[config.mk]
export PLATFORM = sky130hd
export DESIGN_NAME = top
export DESIGN_NICKNAME = d
export VERILOG_FILES = /design/src/rtl/lfsr_pkg.sv /design/src/rtl/lfsr_core.sv /design/src/rtl/top.sv
export SDC_FILE = /design/constraint.sdc
export NUM_CORES = 1
export LEC_CHECK = 0
export ABC_AREA = 1
export ABC_CLOCK_PERIOD_IN_PS = 900
export CAP_MARGIN = 20
export CORE_AREA = 8 8 45 47
export DETAILED_ROUTE_END_ITERATION = 16
export DIE_AREA = 0 0 53 55
export PLACE_DENSITY = 0.74
export SLEW_MARGIN = 20
export SYNTH_ARGS = -nofsm -noshare
export SYNTH_HDL_FRONTEND = slang
export SYNTH_SLANG_ARGS = --single-unit
[constraint.sdc]
create_clock -name clk -period 0.9 [get_ports clk]
set_input_delay 0.09 -clock clk [delete_from_list [all_inputs] [get_ports clk]]
set_output_delay 0.09 -clock clk [all_outputs]
set_load 0.02 [all_outputs]
[src/rtl/lfsr_pkg.sv]
// Shared defaults for the keystream LFSR.
//   LFSR_WIDTH     : register and key width
//   LFSR_TAPS      : feedback tap mask; bit i set means state[i] feeds the XOR
//                    (x^8+x^6+x^5+x^4+1, maximal length, period 255)
//   LFSR_ZERO_SEED : seed used when the supplied key is all-zero
package lfsr_pkg;

    localparam int         LFSR_WIDTH     = 8;
    localparam logic [7:0] LFSR_TAPS      = 8'hB8;
    localparam logic [7:0] LFSR_ZERO_SEED = 8'h01;

endpackage : lfsr_pkg

[src/rtl/lfsr_core.sv]
// Fibonacci LFSR register with a synchronous parallel load.
// Ports:
//   clk   : rising-edge clock
//   rst   : asynchronous active-low reset, clears the register to zero
//   load  : when high, the next edge loads seed instead of shifting
//   seed  : value loaded on a load edge
//   state : register contents, straight from the flops
module lfsr_core
    import lfsr_pkg::*;
#(
    parameter int               WIDTH = LFSR_WIDTH,
    parameter logic [WIDTH-1:0] TAPS  = WIDTH'(LFSR_TAPS)
) (
    input  logic             clk,
    input  logic             rst,
    input  logic             load,
    input  logic [WIDTH-1:0] seed,
    output logic [WIDTH-1:0] state
);

    logic [WIDTH-1:0] state_q;
    logic [WIDTH-1:0] state_d;
    logic             fb;

    // Feedback is the parity of the tapped bits; it enters at the LSB.
    always_comb begin
        fb      = ^(state_q & TAPS);
        state_d = {state_q[WIDTH-2:0], fb};
        if (load) begin
            state_d = seed;
        end
    end

    always_ff @(posedge clk or negedge rst) begin
        if (!rst) begin
            state_q <= '0;
        end else begin
            state_q <= state_d;
        end
    end

    assign state = state_q;

endmodule : lfsr_core

[src/rtl/top.sv]
// Keystream generator: loads a key on the first edge after reset release,
// then shifts on every following edge.
// Ports:
//   clk      : rising-edge clock
//   rst      : asynchronous active-low reset (release synchronized externally)
//   key      : secret seed, sampled only on the load edge
//   lfsr_bit : keystream bit, equal to state[WIDTH-1]
//   state    : current LFSR contents
module top
    import lfsr_pkg::*;
#(
    parameter int               WIDTH     = LFSR_WIDTH,
    parameter logic [WIDTH-1:0] TAPS      = WIDTH'(LFSR_TAPS),
    parameter logic [WIDTH-1:0] ZERO_SEED = WIDTH'(LFSR_ZERO_SEED)
) (
    input  logic             clk,
    input  logic             rst,
    input  logic [WIDTH-1:0] key,
    output logic             lfsr_bit,
    output logic [WIDTH-1:0] state
);

    logic             load_pending_q;
    logic             load_pending_d;
    logic [WIDTH-1:0] seed;

    // Only the very first edge after reset is a load edge, so the flag
    // simply drops on any clock edge and is re-armed by reset alone.
    always_comb begin
        load_pending_d = 1'b0;
        // An all-zero seed would lock the LFSR at zero forever.
        seed = (key == '0) ? ZERO_SEED : key;
    end

    always_ff @(posedge clk or negedge rst) begin
        if (!rst) begin
            load_pending_q <= 1'b1;
        end else begin
            load_pending_q <= load_pending_d;
        end
    end

    lfsr_core #(
        .WIDTH (WIDTH),
        .TAPS  (TAPS)
    ) u_core (
        .clk   (clk),
        .rst   (rst),
        .load  (load_pending_q),
        .seed  (seed),
        .state (state)
    );

    assign lfsr_bit = state[WIDTH-1];

endmodule : top

==> results by group <==
Drt
  – WL final: 1100 µm
  – Pre-antenna DRT Iters: 1
  – DRC Markers: 0
  – DR vias: 436
  – DRT antenna net count: 0
  – Via-to-Cell Ratio: 4.19
  – DR WL/cell: 10.6 µm
  – DR iter-0 viols: 0

Clock tree
  – CTS tree: done
  – Clock Sinks: 9
  – Clock Tree Root: clkbuf_4
  – Hold_buf cts: 0
  – CTS max path bufs: 2
  – Register clock-pin slew on the reported worst setup and hold paths: 60 ps
  – CTS buffer count: 3
  – H-tree levels: 1
  – Clk_lat worst skew: 260 ps

Yosys
  – Synthesis-stage register bit count: 9
  – Post-synthesis cell type count: 12
  – Netlist Area Pre-Place: 419 µm²
  – Post-Syn Nets: 66
  – Synth Instances: 56
  – Synth warn: 0
  – Sequential area share after synthesis: 54.0%
  – Mean Syn Cell Area: 7.48 µm²

Cells and area
  – Area grow syn2layout: 84.8%
  – Nets: 99
  – Core Util, Final: 56.0%
  – Diodes inserted: 0
  – Final Instance Area: 774 µm²
  – Layout cells sized above 1: 51.1%

Critical path
  – Arr. time, crit path: 1110 ps
  – Slowest-stage cell, CP: dfrtp_2
  – CP max FO: 2
  – Capturing point of the worst reg2reg path: u_core.state[0]
  – Crit path kind: reg -> reg
  – Req. time, crit path: 1060 ps
  – CP Cell Sequence: buf_6 -> nand2_2 -> nand2_2 -> inv_2 -> nand2_2 -> nand3_2 -> nand2_1
  – R2R depth: 7
  – Worst R2R Start: u_core.state[3]
  – CP Launch Type: flip-flop
  – CP endpoint kind: flip-flop
  – R2R setup slack: -60 ps
  – Critical Path Most Common Cell: nand2_2
  – Max stage delay on crit path: 410 ps

Power and ir drop
  – Sequential share of power: 41.0%
  – Peak VDD IR: 748 µV
  – Int Pwr: 823 µW
  – Switch share: 29.6%
  – PD cells: 1510 nW/µm²
  – Clk network pwr share: 26.4%
  – Overall Power: 1.17 mW
  – Power share of the combinational group: 32.6%
  – Switch Pwr: 346 µW
  – Leak: 0.394 nW

Status
  – Failing checks: negative setup slack
  – Status: finished with violations

Floorplanning
  – Starting Density: 30.3%
  – Die Y: 55 µm
  – Io pins: 19
  – Row count: 14
  – Die Span X: 53 µm
  – Die Area: 2920 µm²
  – Core area: 1380 µm²

Placed design
  – Port Buffers: 18
  – Final HPWL DP: 870 µm
  – Cell Area, Placed: 684 µm²
  – Pre-CTS setup slack: -162 ps
  – Gpl congestion: 0.761

STA
  – Hold Vio Cnt, Final: 0
  – Setup slack after layout: -58.1 ps
  – Clock skew: 8.18 ps
  – Fin crit share: 106%
  – Fin. max-slew vios: 0
  – Hold slack: 113 ps
  – Fin crit period: 958 ps
  – Final setup vio count: 6
  – RSZ-0062 raised after global routing: true
  – F_max: 1040 MHz

GRT
  – Largest net degree at the start of global routing: 10
  – Vias in the first global route: 450
  – Tot GR Track Use: 7.82%
  – Antenna violations before repair: 0
  – GRT overflow: 0
  – First-pass GRT wire length: 1650 µm

Flow run
  – # Max-Cap Violations: 0

Min path
  – Type of the most critical hold path: in -> async
-- per-stage QoR --
step / TNS (ps) / instances
floorplan: 0 / 56
global placement: -1250 / 98
detailed placement: -1310 / 98
CTS: -194 / 102
global route: -419 / 104
finish: -136 / 104
-- synthesized netlist by cell type --
library cell / instances / area share, %
nand2_1: 26 / 23
dfrtp_1: 8 / 48
inv_1: 7 / 6.3
nor2_1: 4 / 3.6
o21ai_1: 3 / 3.6
buf_4: 2 / 3.6
conb_1: 1 / 0.89
dfstp_2: 1 / 6.3
inv_2: 1 / 0.89
nand2_2: 1 / 1.5
nand3_1: 1 / 1.2
o21ai_0: 1 / 1.2
-- logic make-up (layout without fill, tap and decap cells) --
kind of cell	after synthesis	in the layout	share of synthesized area (%)
other cells	1	1	0.895
buf+inv	10	42	10.7
compound gates	4	4	4.77
simple gates	32	32	29.6
flops	9	9	54.0
-- critical path: cells and delay by family (launching register included) --
| kind | cells | cell delay, ps |
|---|---|---|
| buffers and inverters | 2 | 170 |
| flip-flops | 1 | 410 |
| AND/OR/NAND/NOR | 5 | 270 |
-- power by group through the flow --
stage	Clock, mW	Sequential [mW]	Combinational (mW)
2_1_floorplan	0	0.523	0.0881
3_3_place_gp	0	0.474	0.322
3_5_place_dp	0	0.476	0.329
4_1_cts	0.315	0.471	0.307
5_1_grt	0.340	0.483	0.412
6_report	0.309	0.479	0.382
-- metal layers --
metal,global-route usage [%],vias to the layer above,wire length [µm]
met5,0,-,0
met1,7.93,195,437
met4,6.47,0,0
li1,-,226,-
met3,3.48,0,104
met2,12.3,15,560
-- area by class of cell --
cell class / instances / area, µm²
Tap cell: 16 / 20.0
Sequential cell: 9 / 231
Multi-Input combinational cell: 37 / 173
Fill cell: 135 / 609
Clock buffer: 4 / 26.3
Timing Repair Buffer: 30 / 287
Inverter: 8 / 37.5
-- registers in the layout, summed over array words and instances, names as in the netlist --
name and count:
u_core.state 8, load_pending_q 1
-- how the worst max path moves through the flow --
stage,to,slack [ps],from,cells after the start
final,u_core.state[0],-60,u_core.state[3],7
after floorplan,u_core.state[0],8,u_core.state[3],6
after global placement,state[7],-140,u_core.state[7],1
after detailed placement,lfsr_bit,-160,u_core.state[7],1
after global routing,u_core.state[0],-110,u_core.state[3],7
after CTS,u_core.state[0],-90,u_core.state[5],7
-- cells in the final DEF (no fill, tap or decap) --
cell type        count
dfrtp_2              4
buf_6               11
o21ai_1              4
nor2_1               4
nand2_2              9
clkbuf_1             1
clkdlybuf4s50_1      9
inv_2                3
buf_4                9
inv_1                2
inv_4                3
clkbuf_4             3
dfrtp_1              4
dfstp_2              1
nand2_1             18
buf_2                1
conb_1               1
nand3_2              1
-- what timing repair did --
| item | 4_1_cts | 5_1_grt |
|---|---|---|
| endpoints found under the setup margin | 11 | 13 |
| gates resized for setup | 43 | 30 |
| setup buffers | 0 | 2 |
| pin swaps | 4 | 6 |
Power figures use the tool's default switching activity.
